File: src/rtl/fast_square_seq_pkg.sv
// Shared definitions for the fast_square sweep sequencer and its receiver.
// Holds the FSM state encoding, CTRL register bit positions, the default
// settings-bus addresses (so receiver and sequencer stay consistent) and
// the settings-bus widths.
package fast_square_seq_pkg;

    typedef enum logic [1:0] {
        IDLE   = 2'd0,
        SETTLE = 2'd1,
        RECORD = 2'd2,
        STEP   = 2'd3
    } seq_state_t;

    localparam int RUN_BIT  = 0;
    localparam int CONT_BIT = 1;

    localparam int SETTLE_ADDR_DEFAULT   = 3;
    localparam int NUMSTEPS_ADDR_DEFAULT = 4;
    localparam int CTRL_ADDR_DEFAULT     = 5;

    localparam int ADDR_W     = 7;
    localparam int DATA_W     = 32;
    localparam int SETTLE_W   = 16;
    localparam int NUMSTEPS_W = 8;
    localparam int CTRL_W     = 2;

    // A programmed step count of zero still runs a single step.
    function automatic logic [NUMSTEPS_W-1:0] eff_steps(input logic [NUMSTEPS_W-1:0] n);
        return (n == '0) ? NUMSTEPS_W'(1) : n;
    endfunction

endpackage

File: src/rtl/fast_square_seq_if.sv
// Serial settings bus shared by the fast_square blocks.
//   serial_addr   : register address
//   serial_data   : write data
//   serial_strobe : write strobe, one clock per write
// master drives the bus, slave (a settings decoder) only listens.
interface fast_square_seq_if;
    import fast_square_seq_pkg::*;

    logic [ADDR_W-1:0] serial_addr;
    logic [DATA_W-1:0] serial_data;
    logic              serial_strobe;

    modport master (output serial_addr, output serial_data, output serial_strobe);
    modport slave  (input  serial_addr, input  serial_data, input  serial_strobe);
endinterface

File: src/rtl/fast_square_seq_setting_reg_ar.sv
// Settings register with asynchronous active-high reset.
//   clock, reset : clock and async reset (value clears to 0)
//   strobe, addr : settings-bus write strobe and address
//   data_in      : low WIDTH bits of the settings-bus data
//   value        : current register contents
// Loads data_in on any clock edge where strobe is high and addr == ADDR.
module fs_setting_reg_ar #(
    parameter int ADDR  = 0,
    parameter int WIDTH = 8
) (
    input  logic             clock,
    input  logic             reset,
    input  logic             strobe,
    input  logic [6:0]       addr,
    input  logic [WIDTH-1:0] data_in,
    output logic [WIDTH-1:0] value
);
    localparam logic [6:0] ADDR_BITS = 7'(ADDR);

    always_ff @(posedge clock or posedge reset) begin
        if (reset) begin
            value <= '0;
        end else if (strobe && (addr == ADDR_BITS)) begin
            value <= data_in;
        end
    end
endmodule

File: src/rtl/fast_square_seq.sv
// Sweep sequencer feeding fast_square_rx. Each frequency step runs a
// programmable settle gap, a 2^RECORD_TICKS_LOG2-clock record window and a
// one-clock freq_step pulse; sweep_done marks the last step of a sweep.
//   clock, reset : system clock, async active-high reset
//   bus          : serial settings bus (settle length, steps, control)
//   record       : receiver accumulate enable
//   freq_step    : latch sums / advance subcarrier, one clock
//   step_index   : step currently settling or recording
//   sweep_done   : pulse coincident with the last step's freq_step
//   busy         : high whenever not IDLE
// All outputs are registered.
module fast_square_seq
    import fast_square_seq_pkg::*;
#(
    parameter int SETTLEADDR        = SETTLE_ADDR_DEFAULT,
    parameter int NUMSTEPSADDR      = NUMSTEPS_ADDR_DEFAULT,
    parameter int CTRLADDR          = CTRL_ADDR_DEFAULT,
    parameter int RECORD_TICKS_LOG2 = 14
) (
    input  logic                  clock,
    input  logic                  reset,
    fast_square_seq_if.slave      bus,
    output logic                  record,
    output logic                  freq_step,
    output logic [NUMSTEPS_W-1:0] step_index,
    output logic                  sweep_done,
    output logic                  busy
);
    // One extra bit keeps the record counter from wrapping before terminal count.
    localparam logic [RECORD_TICKS_LOG2:0] REC_LAST = {1'b0, {RECORD_TICKS_LOG2{1'b1}}};

    logic [SETTLE_W-1:0]   settle_len;
    logic [NUMSTEPS_W-1:0] num_steps;
    logic [CTRL_W-1:0]     ctrl;

    fs_setting_reg_ar #(.ADDR(SETTLEADDR), .WIDTH(SETTLE_W)) settle_reg (
        .clock   (clock),
        .reset   (reset),
        .strobe  (bus.serial_strobe),
        .addr    (bus.serial_addr),
        .data_in (bus.serial_data[SETTLE_W-1:0]),
        .value   (settle_len)
    );

    fs_setting_reg_ar #(.ADDR(NUMSTEPSADDR), .WIDTH(NUMSTEPS_W)) num_steps_reg (
        .clock   (clock),
        .reset   (reset),
        .strobe  (bus.serial_strobe),
        .addr    (bus.serial_addr),
        .data_in (bus.serial_data[NUMSTEPS_W-1:0]),
        .value   (num_steps)
    );

    fs_setting_reg_ar #(.ADDR(CTRLADDR), .WIDTH(CTRL_W)) ctrl_reg (
        .clock   (clock),
        .reset   (reset),
        .strobe  (bus.serial_strobe),
        .addr    (bus.serial_addr),
        .data_in (bus.serial_data[CTRL_W-1:0]),
        .value   (ctrl)
    );

    seq_state_t                 state;
    logic [SETTLE_W-1:0]        settle_len_lat;
    logic [NUMSTEPS_W-1:0]      num_steps_lat;
    logic [SETTLE_W-1:0]        settle_cnt;
    logic [RECORD_TICKS_LOG2:0] rec_cnt;

    logic run;
    logic cont;
    logic settle_done;
    logic last_step;

    assign run  = ctrl[RUN_BIT];
    assign cont = ctrl[CONT_BIT];
    // A zero settle length still spends one clock in SETTLE.
    assign settle_done = (settle_len_lat == '0) || (settle_cnt == settle_len_lat - SETTLE_W'(1));
    assign last_step   = (step_index == num_steps_lat - NUMSTEPS_W'(1));

    always_ff @(posedge clock or posedge reset) begin
        if (reset) begin
            state          <= IDLE;
            record         <= 1'b0;
            freq_step      <= 1'b0;
            sweep_done     <= 1'b0;
            busy           <= 1'b0;
            step_index     <= '0;
            settle_len_lat <= '0;
            num_steps_lat  <= '0;
            settle_cnt     <= '0;
            rec_cnt        <= '0;
        end else begin
            freq_step  <= 1'b0;
            sweep_done <= 1'b0;
            case (state)
                IDLE: begin
                    record     <= 1'b0;
                    busy       <= 1'b0;
                    step_index <= '0;
                    if (run) begin
                        state          <= SETTLE;
                        busy           <= 1'b1;
                        settle_len_lat <= settle_len;
                        num_steps_lat  <= eff_steps(num_steps);
                        settle_cnt     <= '0;
                    end
                end
                SETTLE: begin
                    if (!run) begin
                        state      <= IDLE;
                        busy       <= 1'b0;
                        step_index <= '0;
                        settle_cnt <= '0;
                    end else if (settle_done) begin
                        state   <= RECORD;
                        record  <= 1'b1;
                        rec_cnt <= '0;
                    end else begin
                        settle_cnt <= settle_cnt + SETTLE_W'(1);
                    end
                end
                RECORD: begin
                    if (!run) begin
                        state      <= IDLE;
                        record     <= 1'b0;
                        busy       <= 1'b0;
                        step_index <= '0;
                        rec_cnt    <= '0;
                    end else if (rec_cnt == REC_LAST) begin
                        state      <= STEP;
                        record     <= 1'b0;
                        freq_step  <= 1'b1;
                        sweep_done <= last_step;
                    end else begin
                        rec_cnt <= rec_cnt + 1'b1;
                    end
                end
                STEP: begin
                    settle_cnt <= '0;
                    // The pulse already went out; run=0 here only stops what follows.
                    if (!run) begin
                        state      <= IDLE;
                        busy       <= 1'b0;
                        step_index <= '0;
                    end else if (last_step) begin
                        step_index <= '0;
                        if (cont) begin
                            state          <= SETTLE;
                            settle_len_lat <= settle_len;
                            num_steps_lat  <= eff_steps(num_steps);
                        end else begin
                            state <= IDLE;
                            busy  <= 1'b0;
                        end
                    end else begin
                        state      <= SETTLE;
                        step_index <= step_index + NUMSTEPS_W'(1);
                    end
                end
                default: begin
                    state <= IDLE;
                end
            endcase
        end
    end
endmodule

File: src/flat_wrapper.sv
// flat-port wrapper written by rule: the top's interface ports become plain ports
module fast_square_seq_flat import fast_square_seq_pkg::*;
#(
    parameter int SETTLEADDR        = SETTLE_ADDR_DEFAULT,
    parameter int NUMSTEPSADDR      = NUMSTEPS_ADDR_DEFAULT,
    parameter int CTRLADDR          = CTRL_ADDR_DEFAULT,
    parameter int RECORD_TICKS_LOG2 = 14
)
  (clock, reset, record, freq_step, step_index, sweep_done, busy, bus_serial_addr, bus_serial_data, bus_serial_strobe);
  fast_square_seq_if bus_i ();
  input  logic clock;
  input  logic reset;
  output logic record;
  output logic freq_step;
  output logic [NUMSTEPS_W-1:0] step_index;
  output logic sweep_done;
  output logic busy;
  input wire logic [$bits(bus_i.serial_addr)-1:0] bus_serial_addr;
  input wire logic [$bits(bus_i.serial_data)-1:0] bus_serial_data;
  input wire logic [$bits(bus_i.serial_strobe)-1:0] bus_serial_strobe;
  assign bus_i.serial_addr = bus_serial_addr;
  assign bus_i.serial_data = bus_serial_data;
  assign bus_i.serial_strobe = bus_serial_strobe;
  fast_square_seq #(.SETTLEADDR(SETTLEADDR), .NUMSTEPSADDR(NUMSTEPSADDR), .CTRLADDR(CTRLADDR), .RECORD_TICKS_LOG2(RECORD_TICKS_LOG2)) u_core (.clock(clock), .reset(reset), .bus(bus_i), .record(record), .freq_step(freq_step), .step_index(step_index), .sweep_done(sweep_done), .busy(busy));
endmodule
File: config.mk
export PLATFORM = sky130hd
export DESIGN_NAME = fast_square_seq_flat
export DESIGN_NICKNAME = d
export VERILOG_FILES = /design/src/rtl/fast_square_seq_pkg.sv /design/src/rtl/fast_square_seq_if.sv /design/src/rtl/fast_square_seq_setting_reg_ar.sv /design/src/rtl/fast_square_seq.sv /design/src/flat_wrapper.sv
export SDC_FILE = /design/constraint.sdc
export NUM_CORES = 1
export LEC_CHECK = 0
export BUFFER_PORTS_ARGS = -buffer_cell sky130_fd_sc_hd__buf_4
export CORE_ASPECT_RATIO = 0.5
export CORE_MARGIN = 8
export CORE_UTILIZATION = 45
export CTS_CLUSTER_DIAMETER = 50
export CTS_CLUSTER_SIZE = 16
export DETAILED_ROUTE_END_ITERATION = 10
export SYNTH_ARGS = -nofsm -noshare
export SYNTH_HDL_FRONTEND = slang
export SYNTH_HIERARCHICAL = 1
export SYNTH_SLANG_ARGS = --single-unit
File: constraint.sdc
create_clock -name clock -period 3.9 [get_ports clock]
set_input_delay 0 -clock clock [delete_from_list [all_inputs] [get_ports clock]]
set_output_delay 0 -clock clock [all_outputs]
set_load 0.05 [all_outputs]
# Yosys cells after proc, flatten, opt, wreduce, memory -nomap -nowiden
# Cells that the tools add are included.
# word_totals
elab_cells	108
output_inout_bits	12
ff_bits	95
# op_classes
add_sub_neg	5
n_mux	50
eq_ne	22
n_reduce_logical	18
# op_table
operator	count
16-bit 2-to-1 mux	7
8-bit 2-to-1 mux	8
15-bit 2-to-1 mux	4
16-bit one-hot mux with 3 select lines	1
16-bit one-hot mux with 2 select lines	1
15-bit one-hot mux with 2 select lines	1
8-bit one-hot mux with 3 select lines	1
1-bit 2-to-1 mux	17
16-bit by 1-bit adder with 16-bit output, second input constant	1
16-bit == test	1
16-bit zero test	1
8-bit one-hot mux with 2 select lines	1
16-bit by 1-bit subtractor with 16-bit output, second input constant	1
15-bit by 1-bit adder with 15-bit output, second input constant	1
15-bit by 14-bit == test with 1-bit output, second input constant	1
7-bit by 3-bit == test with 1-bit output, second input constant	2
2-bit 2-to-1 mux	6
2-bit != test, second input constant	5
3-bit by 2-bit != test with 1-bit output, second input constant	3
3-bit != test, second input constant	3
3-bit AND reduction	3
8-bit by 1-bit adder with 8-bit output, second input constant	1
8-bit == test	1
8-bit zero test	1
15 further kinds	23

# Longest topological paths before layout
# Gate-level depths: netlist of run 1.
# depth
ltp_word	6
depth_mapped	12
depth_no_buf	10

# Cells and area by module
# Netlist of run 1, hierarchy kept.
# by_module_without_submodules
mod	instances	cells_each	area_per_inst_um2
fast_square_seq	1	443	4301.6
fs_setting_reg_ar at u_core.settle_reg	1	37	681.9
fs_setting_reg_ar at u_core.num_steps_reg	1	20	339.1
fs_setting_reg_ar at u_core.ctrl_reg	1	8	107.6

# Worst setup path after synthesis of run 1
# OpenSTA, ideal clock, no wires.
# synth_path
path_type	reg2reg
from	reg u_core.settle_len_lat[0]
to	reg u_core.record
stages_incl_launch_ff	13
path_slack_ns	1.034
arrival_ns	2.802
path_buffers	2
setup_time_ns	0.064
path_cell_list	dfrtp_1 > inv_1 > ha_1 > nor3b_1 > a21oi_1 > or4_1 > a2111oi_4 > nand4_2 > and2_4 > buf_6 > buf_6 > nor4_4 > o32a_2
# synth_via
elab_chain_len	5
elab_cells_between_ends	6
classes_between	add/sub: 1; eq/ne: 2; reduce/logical: 3
# synth_lines
element	line_no	source
start: declaration	fast_square_seq.sv:64	logic [SETTLE_W-1:0] settle_len_lat;
start signal: assignment	fast_square_seq.sv:103	settle_len_lat <= settle_len;
start signal: assignment	fast_square_seq.sv:149	settle_len_lat <= settle_len;
16-bit by 1-bit subtractor with 16-bit output	fast_square_seq.sv:77	assign settle_done = (settle_len_lat == '0) || (settle_cnt == settle_len_lat - SETTLE_W'(1));
16-bit == test	fast_square_seq.sv:77	
1-bit logical OR (*)	fast_square_seq.sv:77	
2-bit by 1-bit != test with 1-bit output (no line) (*)	n/a	
4-bit AND reduction (no line) (*)	n/a	
end signal: assignment	fast_square_seq.sv:83	record <= 1'b0;
end signal: assignment	fast_square_seq.sv:97	record <= 1'b0;
end signal: assignment	fast_square_seq.sv:116	record <= 1'b1;
end: declaration	fast_square_seq.sv:23	output logic record,
# Every way passes the cells marked *; elsewhere a longest branch is shown, timed or not.
# A chain may end at the register's enable or synchronous reset.

# Final worst setup path of run 1
# layout_path
from	reg u_core.settle_len_lat[0]
to	reg u_core.rec_cnt[13]
# layout_via
elab_chain_len	5
elab_cells_between_ends	6
classes_between	add/sub: 1; eq/ne: 2; reduce/logical: 3
# layout_lines
element	line_no	source
16-bit by 1-bit subtractor with 16-bit output	fast_square_seq.sv:77	
16-bit == test	fast_square_seq.sv:77	
1-bit logical OR (*)	fast_square_seq.sv:77	
2-bit by 1-bit != test with 1-bit output (no line) (*)	n/a	
4-bit AND reduction (no line) (*)	n/a	
end signal: assignment	fast_square_seq.sv:135	rec_cnt <= rec_cnt + 1'b1;
end: declaration	fast_square_seq.sv:67	logic [RECORD_TICKS_LOG2:0] rec_cnt;
# Marked as above.

==> flow_metrics.tcl, run 1 <==
set metrics [dict create \
    vias_per_cell 5.50 \
    syn_area_mm2 0.00543 \
    initial_core_util 0.460 \
    cts_tree "built" \
    final_common_cell "dfrtp_1" \
    ys_seq_elements 95 \
    outcome "completed" \
    cts-htree-levels 3 \
    first_iter_violations 242 \
    die_area_mm2 0.0161 \
    synth-edff-count 0 \
    synth_async_sr_flop_share 1.00 \
    yosys_most_used_dff "dfrtp_1" \
    wl_per_cell_um 16.2 \
    core_mm2 0.0118 \
    critical_path_class "reg -> reg" \
    clockPowerShare 0.298 \
    swShare 0.365 \
    ys_warn_count 6 \
    max_freq_ghz 0.313 \
    io_pins 54 \
    first_pass_iters 4 \
    gp_congestion 0.805 \
    crit_path_cell_trace "inv_1 -> ha_1 -> nor3b_1 -> a21oi_1 -> or4_1 -> a2111oi_4 -> nand4_4 -> a2111oi_4 -> a31o_2 -> a21oi_1" \
    fin_skew_ns 0.00774 \
    yosysSeqAreaShare 0.438 \
    p_int_w 0.00200 \
    postCtsSetupBuffers 0 \
    setup_viol 0 \
    slowest_delay_ns 0.49 \
    endpoint_kind "flip-flop" \
    io_buffers 37 \
    post-route-period-util 0.819 \
    worst_slew_pin_slew_ns 1.14 \
    fp-row-count 28 \
    holdBufCountCts 17 \
    p_per_area_mw_per_mm2 497 \
    synth_cell_types 69 \
    grt_usage 0.155 \
    hold_viol 0 \
    hpwlAfterDp_mm 8.45 \
    crit_fanout 9 \
    critical_path_required_ns 4.11 \
    cts_buffer_depth 2 \
    cts_buffers 9 \
    dieHeight_um 93.7 \
    worstHoldPathType "in -> async" \
    path_delay_family "compound AO/OA/AOI/OAI gates" \
    pwr-share-comb 0.336 \
    root_buffer "clkbuf_16" \
    start_kind "flip-flop" \
    maxCapViolations 0 \
    synth_cells 508 \
    wl_mm 11.8 \
    design_area_mm2 0.00636 \
    p_seq_frac 0.366 \
    maxSlewHeadroom 0.230 \
    rsz0062_at_grt "no" \
    grt_pass1_vias 3883 \
    worst-path-buf-inv 1 \
    num_antenna_cells 0 \
    startpoint "u_core/settle_len_lat[0]$_DFFE_PP0P_" \
    tns_ns 0 \
    vias 4006 \
    layout-drive-gt1-share 0.239 \
    synth.net_count 562 \
    fin_crit_ns 3.20 \
    grt_max_degree 43 \
    die_w_um 171 \
    post-route-drc-count 0 \
    final_nets 613 \
    leakage_nw 3.00 \
    place_area_mm2 0.00586 \
    antenna_found_initial 0 \
    cts_resized 0 \
    cp_slowest_cell "a2111oi_4" \
    worstPathArrival_ns 3.40 \
    drv_slew 0 \
    timing.rr.start "u_core/settle_len_lat[0]$_DFFE_PP0P_" \
    ant_nets 0 \
    clk_pin_slew_worst_paths_ns 0.07 \
    grt_overflow_total 0 \
    p_switching_w 0.00115 \
    synth_area_per_cell_um2 10.7 \
    cts_sinks 95 \
    ir_worst_vdd_v 0.000292 \
    mostFrequentLayoutCells "dfrtp_1 (95), buf_4 (43), mux2_2 (39), nor2_1 (35), xnor2_1 (29)" \
    grt_pass1_wl_mm 19.8 \
    areaGrowthSynthToFinish_pct 17.1 \
    clock_latency_ns 0.35 \
]
==> per-layer routing <==
metal / routed length, um / global-route usage
met5: 0 / 0
met4: 143 / 0.0554
met3: 536 / 0.0344
met2: 4970 / 0.223
met1: 6120 / 0.225
==> worst paths after layout <==
check / to / slack [ns] / cells past startpoint
worst max-delay path: u_core/rec_cnt[13]$_DFFE_PP0P_ / 0.70 / 10
worst min-delay path: u_core/ctrl_reg/value[0]$_DFFE_PP0P_ / 0.09 / 3
worst max register to register: u_core/rec_cnt[13]$_DFFE_PP0P_ / 0.70 / 10
worst min register to register: u_core/record$_DFFE_PP0P_ / 0.50 / 1
max in group asynchronous: u_core/rec_cnt[0]$_DFFE_PP0P_ / 2.50 / 4
min in group clock: u_core/num_steps_reg/value[5]$_DFFE_PP0P_ / 0.11 / 4
==> per-stage QoR <==
step,instances,hold slack (ns),power (W),setup WS [ns],util
2_1_floorplan,508,-0.259,0.00202,1.03,-
3_3_place_gp,696,-0.105,0.00220,0.745,0.496
3_5_place_dp,696,-0.104,0.00222,0.710,0.496
4_1_cts,729,0.0778,0.00318,0.687,0.538
5_1_grt,729,0.111,0.00334,0.441,0.538
6_report,729,0.0950,0.00316,0.705,0.538
==> cell type report <==
cell class,instances,area (um2)
Clock buffer,9,225
Clock inverter,7,100
Fill cell,1042,5450
Inverter,21,78.8
Multi-Input combinational cell,372,2880
Sequential cell,95,2380
Tap cell,165,206
Timing Repair Buffer,60,493
==> flip-flops by register name, indices dropped and copies added, names as in the netlist <==
| signal | count |
|---|---|
| u_core/settle_cnt | 16 |
| u_core/settle_len_lat | 16 |
| u_core/settle_reg/value | 16 |
| u_core/rec_cnt | 15 |
| u_core/num_steps_lat | 8 |
| u_core/num_steps_reg/value | 8 |
| u_core/step_index | 8 |
| u_core/ctrl_reg/value | 2 |
| u_core/state | 2 |
| u_core/busy | 1 |
| u_core/freq_step | 1 |
| u_core/record | 1 |
| u_core/sweep_done | 1 |
==> cell families (layout without fill, tap and decap cells) <==
group	Yosys count	in the layout	share of synthesized area
flops	95	95	0.438
xor+xnor	44	44	0.0710
buf+inv	41	97	0.0334
fa+ha+maj	12	12	0.0276
simple gates	171	171	0.191
compound gates	88	88	0.116
mux	57	57	0.124
==> power groups by stage <==
stage / combinational, W / sequential [W] / clock, W
final: 0.00106 / 0.00116 / 0.000942
after global routing: 0.00118 / 0.00117 / 0.00100
after floorplan: 0.000865 / 0.00115 / 0
after global placement: 0.00103 / 0.00117 / 0
after detailed placement: 0.00104 / 0.00117 / 0
after CTS: 0.00106 / 0.00115 / 0.000967
==> Yosys cell counts, types with 12 or more instances <==
master,number,area share
dfrtp_1,95,0.44
mux2_2,39,0.081
nor2_1,35,0.024
xnor2_1,29,0.047
nand2_1,25,0.017
nand3_1,24,0.022
o21ai_0,23,0.021
inv_1,20,0.014
xor2_1,15,0.024
a21oi_1,14,0.013
a31oi_1,14,0.016
and3_1,12,0.014
clkbuf_1,12,0.0083
ha_1,12,0.028
nor3_1,12,0.011
==> worst register-to-register path: stages, from the launching register on <==
cell and delay [ns]:
dfrtp_1 0.43, inv_1 0.10, ha_1 0.23, nor3b_1 0.35
a21oi_1 0.12, or4_1 0.46, a2111oi_4 0.34, nand4_4 0.27
a2111oi_4 0.49, a31o_2 0.20, a21oi_1 0.05
(Power assumes the default switching activity.)
==> run 2: changes to the inputs <==
PLACE_DENSITY = 0.66   (was unset)
clock period = 2.9 ns   (was 3.9 ns; I/O delays follow)
==> run 2 against run 1 <==
  * The flow now finishes with violations (negative setup slack)
  * Global-route usage about the same
  * Clock skew increased by 0.0027 ns
  * Final area increased by 4.7%
  * Final cell count up 4.0%
  * Combinational power up 57%
  * Critical path depth unchanged
  * Largest power group is now combinational cells
==> flow_metrics.tcl, run 2 (synthesis gave the netlist of run 1 again) <==
set metrics [dict create \
    outcome "finished with violations" \
    failed_checks "negative setup slack" \
    max_freq_ghz 0.343 \
    cts-htree-levels 3 \
    critical_path_required_ns 3.12 \
    cts_tree "built" \
    antenna_found_initial 0 \
    wl_met1_mm 6.08 \
    final_nets 643 \
    wl_mm 12.0 \
    design_area_mm2 0.00666 \
    postCtsSetupBuffers 0 \
    clk_pin_slew_worst_paths_ns 0.07 \
    wl_met3_um 430 \
    fin_crit_ns 2.91 \
    num_antenna_cells 0 \
    endpoint_kind "flip-flop" \
    p_int_w 0.00276 \
    leakage_nw 3.15 \
    regArea_mm2 0.00238 \
    pwr-share-comb 0.383 \
    p_per_area_mw_per_mm2 652 \
    path_common_cell "a2111oi_4" \
    maxSlewHeadroom 0.410 \
    grt_max_degree 29 \
    grt_overflow_total 0 \
    wl_per_cell_um 15.9 \
    core_mm2 0.0118 \
    hpwlAfterDp_mm 8.84 \
    fillers 1013 \
    fin_skew_ns 0.0105 \
    die_w_um 171 \
    post-route-period-util 1.00 \
    worst_slew_pin_slew_ns 0.882 \
    rsz0062_at_grt "yes" \
    start_kind "flip-flop" \
    clock_latency_ns 0.34 \
    holdWs_ns 0.0990 \
    cp_slowest_cell "or4_4" \
    cts_sinks 95 \
    fp-row-count 28 \
    p_switching_w 0.00158 \
    vias_per_cell 5.45 \
    post-route-drc-count 0 \
    swShare 0.365 \
    mostFrequentLayoutCells "dfrtp_1 (94), buf_4 (71), mux2_2 (39), nor2_1 (35), xnor2_1 (28)" \
    ir_worst_vdd_v 0.000353 \
    crit_path_cell_trace "inv_2 -> ha_4 -> nor3b_4 -> a21oi_2 -> or4_4 -> a2111oi_4 -> nand4_4 -> a2111oi_4 -> a31o_2 -> a21oi_1" \
    grt_pass1_vias 4052 \
    first_iter_violations 184 \
    clockPowerShare 0.265 \
    cts_buffer_depth 2 \
    final_common_cell "dfrtp_1" \
    setup_viol 1 \
    largest_registers "u_core/settle_cnt (16), u_core/settle_len_lat (16), u_core/settle_reg/value (16)" \
    first_pass_iters 4 \
    place_area_mm2 0.00609 \
    areaGrowthSynthToFinish_pct 22.6 \
    drv_slew 0 \
    grt_pass1_wl_mm 20.1 \
    grt_usage 0.155 \
    wl_met2_mm 5.48 \
    hold_viol 0 \
    vias 4130 \
    worstHoldPathType "in -> async" \
    gp_congestion 0.842 \
    highest_layer "met4" \
    p_seq_frac 0.353 \
    dieHeight_um 93.7 \
    fin_ws_ns -0.0129 \
    layout-drive-gt1-share 0.309 \
    multi_input_area_mm2 0.00299 \
    cts_buffers 9 \
    worstPathArrival_ns 3.14 \
    crit_fanout 6 \
    initial_core_util 0.460 \
    io_buffers 37 \
    die_area_mm2 0.0161 \
    io_pins 54 \
    critical_path_class "reg -> reg" \
    maxCapViolations 0 \
    root_buffer "clkbuf_16" \
    slowest_delay_ns 0.44 \
    final_util 0.564 \
    ant_nets 0 \
]
[run 2: layout make-up]
class / count / area share
clock buffer: 9 / 0.0338
clock inverter: 6 / 0.00864
inverter: 21 / 0.0118
multi-input combinational: 372 / 0.448
sequential: 95 / 0.357
tap: 165 / 0.0310
timing repair buffer: 90 / 0.109
[run 2: repair_timing]
action,CTS,global route
pin swaps,0,12
hold buffers,17,0
endpoints found under the hold margin,78,0
gates resized for setup,3,23
endpoints found under the setup margin,6,22
[run 2: critical path, delay by kind of cell, from the launching register on]
family          cells  cell delay, ns
flops               1            0.40
simple gates        3            0.96
buf+inv             1            0.08
compound gates      5            1.24
fa+ha+maj           1            0.13
[run 2: final timing paths]
kind | startpoint | end | slack, ns | cells after the start
min | reset | u_core/ctrl_reg/value[1]$_DFFE_PP0P_ | 0.1 | 3
max | u_core/settle_len_lat[0]$_DFFE_PP0P_ | u_core/rec_cnt[13]$_DFFE_PP0P_ | -0.01 | 10
min reg2reg | u_core/record$_DFFE_PP0P_ | u_core/record$_DFFE_PP0P_ | 0.50 | 1
max reg2reg | u_core/settle_len_lat[0]$_DFFE_PP0P_ | u_core/rec_cnt[13]$_DFFE_PP0P_ | -0.01 | 10
max in group asynchronous | reset | u_core/rec_cnt[3]$_DFFE_PP0P_ | 1.84 | 4
min in group clock | bus_serial_addr[4] | u_core/num_steps_reg/value[4]$_DFFE_PP0P_ | 0.12 | 4
[run 2: metal layers]
metal | GRT usage | up-vias
met5 | 0 | -
met4 | 0.0381 | 0
met3 | 0.0298 | 4
met2 | 0.240 | 69
met1 | 0.219 | 2027
li1 | - | 2030
[run 2: power by group through the flow]
stage | combinational (W) | sequential (W) | clock (W)
2_1_floorplan | 0.00116 | 0.00155 | 0
3_3_place_gp | 0.00155 | 0.00154 | 0
3_5_place_dp | 0.00157 | 0.00155 | 0
4_1_cts | 0.00161 | 0.00152 | 0.00118
5_1_grt | 0.00181 | 0.00155 | 0.00124
6_report | 0.00166 | 0.00153 | 0.00115
[run 2: per-stage QoR]
| step | instances | setup TNS, ns | power [W] | setup WS [ns] |
|---|---|---|---|---|
| detailed placement | 726 | -0.151 | 0.00312 | -0.0565 |
| global placement | 726 | 0 | 0.00309 | 0.0331 |
| finish | 758 | -0.0129 | 0.00434 | -0.0129 |
| global route | 758 | -0.250 | 0.00460 | -0.0850 |
| CTS | 758 | 0 | 0.00431 | 0.0412 |
| floorplan | 508 | 0 | 0.00271 | 0.0341 |
